**src/rtl/float_to_int_seq.sv**
```systemverilog
// Sequential IEEE-754 single -> int32 converter, truncating toward zero.
// A 5-stage logarithmic right shifter runs one stage per cycle, giving a fixed 7-cycle latency.
module float_to_int_seq (
  input  logic        clk,
  input  logic        rst_n,
  input  logic        start,
  input  logic [31:0] a,
  output logic [31:0] d,
  output logic        p_lost,
  output logic        invalid,
  output logic        busy,
  output logic        done_flag
);

  typedef enum logic [1:0] {IDLE, CLASS, SHIFT, SIGN} state_t;

  state_t      state_q, state_d;
  logic [31:0] a_q, a_d;
  logic [31:0] m_q, m_d;
  logic        sticky_q, sticky_d;
  logic        inv_q, inv_d;
  logic [4:0]  sa_q, sa_d;
  logic [2:0]  cnt_q, cnt_d;
  logic [31:0] d_q, d_d;
  logic        p_lost_q, p_lost_d;
  logic        invalid_q, invalid_d;
  logic        done_q, done_d;

  logic [7:0]  exp_w;
  logic [22:0] frac_w;
  logic        sign_w;

  // Candidate result of each shifter stage; the active stage is picked by cnt_q.
  logic [31:0] sh_m    [5];
  logic        sh_lost [5];

  genvar gi;
  generate
    for (gi = 0; gi < 5; gi++) begin : g_stage
      localparam int W = 1 << gi;
      assign sh_m[gi]    = m_q >> W;
      assign sh_lost[gi] = |m_q[W-1:0];
    end
  endgenerate

  assign exp_w  = a_q[30:23];
  assign frac_w = a_q[22:0];
  assign sign_w = a_q[31];

  always_comb begin
    state_d   = state_q;
    a_d       = a_q;
    m_d       = m_q;
    sticky_d  = sticky_q;
    inv_d     = inv_q;
    sa_d      = sa_q;
    cnt_d     = cnt_q;
    d_d       = d_q;
    p_lost_d  = p_lost_q;
    invalid_d = invalid_q;
    done_d    = 1'b0;

    case (state_q)
      IDLE: begin
        if (start) begin
          a_d     = a;
          state_d = CLASS;
        end
      end
      CLASS: begin
        // 158 - e truncated to 5 bits equals 30 - e[4:0] modulo 32.
        sa_d  = 5'd30 - exp_w[4:0];
        cnt_d = 3'd4;
        if (exp_w < 8'd127) begin
          m_d      = '0;
          sticky_d = |a_q[30:0];
          inv_d    = 1'b0;
        end else if (exp_w == 8'd255 || exp_w > 8'd158 ||
                     (exp_w == 8'd158 && !(sign_w && frac_w == '0))) begin
          m_d      = '0;
          sticky_d = 1'b0;
          inv_d    = 1'b1;
        end else begin
          m_d      = {1'b1, frac_w, 8'b0};
          sticky_d = 1'b0;
          inv_d    = 1'b0;
        end
        state_d = SHIFT;
      end
      SHIFT: begin
        if (sa_q[cnt_q]) begin
          m_d      = sh_m[cnt_q];
          sticky_d = sticky_q | sh_lost[cnt_q];
        end
        if (cnt_q == 3'd0) state_d = SIGN;
        else               cnt_d   = cnt_q - 3'd1;
      end
      SIGN: begin
        d_d       = inv_q ? 32'h8000_0000 : (sign_w ? (~m_q + 32'd1) : m_q);
        p_lost_d  = sticky_q;
        invalid_d = inv_q;
        done_d    = 1'b1;
        state_d   = IDLE;
      end
      default: state_d = IDLE;
    endcase
  end

  always_ff @(posedge clk or negedge rst_n) begin
    if (!rst_n) begin
      state_q   <= IDLE;
      a_q       <= '0;
      m_q       <= '0;
      sticky_q  <= 1'b0;
      inv_q     <= 1'b0;
      sa_q      <= '0;
      cnt_q     <= '0;
      d_q       <= '0;
      p_lost_q  <= 1'b0;
      invalid_q <= 1'b0;
      done_q    <= 1'b0;
    end else begin
      state_q   <= state_d;
      a_q       <= a_d;
      m_q       <= m_d;
      sticky_q  <= sticky_d;
      inv_q     <= inv_d;
      sa_q      <= sa_d;
      cnt_q     <= cnt_d;
      d_q       <= d_d;
      p_lost_q  <= p_lost_d;
      invalid_q <= invalid_d;
      done_q    <= done_d;
    end
  end

  assign d         = d_q;
  assign p_lost    = p_lost_q;
  assign invalid   = invalid_q;
  assign busy      = (state_q != IDLE);
  assign done_flag = done_q;

endmodule

```
**config.mk**
```make
export PLATFORM = sky130hd
export DESIGN_NAME = float_to_int_seq
export DESIGN_NICKNAME = d
export VERILOG_FILES = /design/src/rtl/float_to_int_seq.sv
export SDC_FILE = /design/constraint.sdc
export NUM_CORES = 1
export LEC_CHECK = 0
export ABC_AREA = 1
export ABC_CLOCK_PERIOD_IN_PS = 4600
export BUFFER_PORTS_ARGS = -buffer_cell sky130_fd_sc_hd__buf_2
export CAP_MARGIN = 20
export CORE_MARGIN = 5
export CORE_UTILIZATION = 55
export CTS_CLUSTER_SIZE = 24
export DETAILED_ROUTE_END_ITERATION = 6
export HOLD_SLACK_MARGIN = 0.06
export PLACE_DENSITY = 0.85
export SLEW_MARGIN = 20
export SYNTH_ARGS = -nofsm -noshare
export SYNTH_HDL_FRONTEND = slang
export SYNTH_SLANG_ARGS = --single-unit
```
**constraint.sdc**
```tcl
create_clock -name clk -period 4.6 [get_ports clk]
set_clock_uncertainty 0.15 [all_clocks]
set_input_delay 0.23 -clock clk [delete_from_list [all_inputs] [get_ports clk]]
set_output_delay 0.23 -clock clk [all_outputs]
set_load 0.02 [all_outputs]
```
==> results.json <==
{
  "cpLargestDelayFamily": "buffers and inverters",
  "max_stage_delay_ps": 630,
  "holdWs_ps": 168.5,
  "synth_fa_ha_area_share_pct": 2.048,
  "cp_data_required_time_ps": 4740,
  "p_per_area_nw_per_um2": 773.0,
  "synth_top_area_share_pct": 41.34,
  "yosys.area_share.simple_pct": 30.39,
  "synth_largest_area_cell": "dfrtp_1",
  "synth_cell_types": 35,
  "synth_top_family_by_area": "simple AND/OR/NAND/NOR gates",
  "grt_max_degree": 79,
  "synthTopCellsByArea": "dfrtp_1 (41%), nand2_1 (14%), nor2_1 (5.8%), o21ai_0 (5.6%), inv_1 (5.3%)",
  "finalMaxSlewViolations": 0,
  "cts_tree": "yes",
  "grt_pass1_wl_mm": 30.79,
  "min_period_over_period_pct": 60.00,
  "rows": 40,
  "slowest_stage": "dfrtp_2",
  "wire_per_inst_microns": 16.06,
  "worstPathCellList": "buf_12 > inv_1 > o211ai_1 > nand2_1 > nand2_2 > nand3_4 > inv_2 > nand2_1 > nand2_1 > inv_1 > nand2_1",
  "synthMuxAreaShare_pct": 0.3352,
  "layout_commonest_cell": "nand2_1",
  "avgViaCountPerCell": 5.688,
  "synth_compound_area_share_pct": 15.72,
  "worstMarginPinSlew_ps": 993.1,
  "cp.depth": 11,
  "hp-class": "in2reg",
  "ir_drop_mv": 0.3480,
  "io_pins": 71,
  "rsz0062_at_grt": "false",
  "clk_latency_ps": 350,
  "antenna_found_initial": 0,
  "clock_path_buffers": 2,
  "rr_worst_depth": 11,
  "path_clk_slew_ps": 70,
  "critPathBufInv": 4,
  "drc": 0,
  "detailed_place_hpwl_mm": 12.86,
  "period_minus_slack_ps": 2760,
  "drv_cap": 0,
  "grt_pass1_vias": 6209,
  "syn_area_sq_um": 6719,
  "crit_path_end_kind": "flip-flop",
  "core_area_sq_um": 12010,
  "postSynthAreaPerCell_sq_um": 7.118,
  "worst-endpoint-arrival_ps": 2900,
  "ys_ff_latch": 111,
  "wl_mm": 18.75,
  "setup_tns_ps": 0,
  "start_util_pct": 55.94,
  "status": "complete, no violations",
  "grt_remaining_overflow": 0,
  "area.growth.synth_to_final_pct": 14.53,
  "start_kind": "flip-flop",
  "setup_ws_ps": 1840,
  "max_freq_mhz": 362.3,
  "p_leak_nw": 3.827,
  "synthCells": 944,
  "cts.sinks": 111,
  "layout_common_cells": "nand2_1 (253), dfrtp_1 (110), nor2_1 (104)",
  "drt_iter0_markers": 685,
  "hold_depth": 4,
  "hold_viol": 0,
  "first_pass_iters": 5,
  "pre_cts_ws_ps": 1410,
  "h-tree-depth": 3,
  "ys_seq_area_share_pct": 41.34,
  "die_area_sq_um": 14530,
  "portBuffers": 70,
  "diodes": 0,
  "cts_resized": 0,
  "layout-drive-gt1-share_pct": 11.75,
  "critPathKind": "reg2reg",
  "die_w_microns": 120.5,
  "grt_usage_pct": 26.44,
  "cts_buffers": 9,
  "relSlewSlack_pct": 33.56,
  "cts_root_buffer": "clkbuf_16",
  "synth_xor_xnor_area_share_pct": 0.6518,
  "chipHeight_microns": 120.5,
  "vias": 6643,
  "finalSetupViolations": 0,
  "yosysWarnings": 0,
  "routabilityCongestion": 0.9658,
  "syn_nets": 990,
  "cp_max_fo": 48,
  "num-nets-final": 1063,
  "postRouteAntennaNets": 0,
  "crit_top_cell": "nand2_1"
}
-- flip-flops by register name, summed over array words and instances, names as in the netlist --
name / flops
invalid: 1
a_q: 32
state_q: 2
cnt_q: 3
sticky_q: 1
p_lost: 1
done_flag: 1
sa_q: 5
d: 32
m_q: 32
inv_q: 1
-- stage by stage --
| stage | util, % | area [sq um] | instances | power, mW |
|---|---|---|---|---|
| final | 64.06 | 7695 | 1168 | 5.948 |
| after global placement | 58.51 | 7028 | 1119 | 4.915 |
| after floorplan | - | 6719 | 944 | 4.238 |
| after CTS | 63.86 | 7671 | 1167 | 5.882 |
| after global routing | 64.06 | 7695 | 1168 | 6.471 |
| after detailed placement | 58.51 | 7028 | 1119 | 4.993 |
-- path summary, 6_finish.rpt --
kind / from / endpoint / slack (ps)
worst min-delay path: start / state_q[1]$_DFFE_PN0P_ / 170
worst min register to register: p_lost$_DFFE_PN0P_ / p_lost$_DFFE_PN0P_ / 320
min in group asynchronous: rst_n / d[6]$_DFFE_PN0P_ / 300
max in group asynchronous: rst_n / p_lost$_DFFE_PN0P_ / 3110
worst max register to register: cnt_q[0]$_DFFE_PN0P_ / m_q[11]$_DFFE_PN0P_ / 1840
worst max-delay path: cnt_q[0]$_DFFE_PN0P_ / m_q[11]$_DFFE_PN0P_ / 1840
-- cell usage after synthesis --
library cell,number
nand3_2,2
nand3_1,60
nand2_2,5
nand3_4,1
buf_6,5
dfrtp_1,111
o21ai_2,1
buf_4,7
nor3_1,4
nor2_1,104
ha_1,11
o22ai_1,7
a21oi_1,56
clkbuf_1,16
inv_2,6
or2_2,1
o211ai_1,11
inv_4,1
o21ai_0,75
o21a_1,3
xor2_1,5
nand4_1,36
mux2_2,2
a31o_2,1
o31ai_1,2
buf_2,17
nor2_2,7
nand2_1,254
a32o_1,4
o21ai_1,24
inv_1,95
nor2_4,3
o311ai_0,2
a31oi_1,1
a221oi_1,4
-- power by group --
group	switching (mW)	total, mW	internal [mW]	leakage (nW)
logic	2.22	3.23	1.01	2.33
clock network	0.351	0.839	0.488	0.155
registers	0.457	1.87	1.42	1.34
total	3.03	5.95	2.92	3.83
-- what timing repair did --
action	CTS	global route
buffers inserted	0	0
hold buffers	33	0
endpoints found under the hold margin	109	0
-- per-layer routing --
layer | wire, microns | global-route usage (%) | up-vias
met3 | 1360 | 5.192 | 42
met2 | 8469 | 42.16 | 286
met5 | 0 | 0 | -
met4 | 539 | 9.278 | 0
li1 | - | - | 3251
met1 | 8383 | 36.13 | 3064
-- cell type report --
class | count | area, sq um
fillers | 1067 | 4317
multi-input cells | 686 | 3304
flip-flops and latches | 111 | 2779
repair buffers | 107 | 729.5
inverters | 102 | 385.4
clock buffers | 11 | 242.7
well taps | 147 | 183.9
clock inverters | 4 | 70.07
-- cell families (layout without fill, tap and decap cells) --
group / count (synthesis) / in the layout
buffers and inverters: 147 / 224
AO/OA/AOI/OAI: 191 / 191
flip-flops: 111 / 111
AND/OR/NAND/NOR: 477 / 477
XOR/XNOR: 5 / 5
adder cells (fa/ha/maj): 11 / 11
multiplexers: 2 / 2
-- worst min-delay path, delay by kind of cell --
kind / cells / cell delay [ps]
buffers and inverters: 1 / 100
AO/OA/AOI/OAI: 2 / 190
AND/OR/NAND/NOR: 1 / 120
Note: power is estimated with default switching activity, not from simulation.
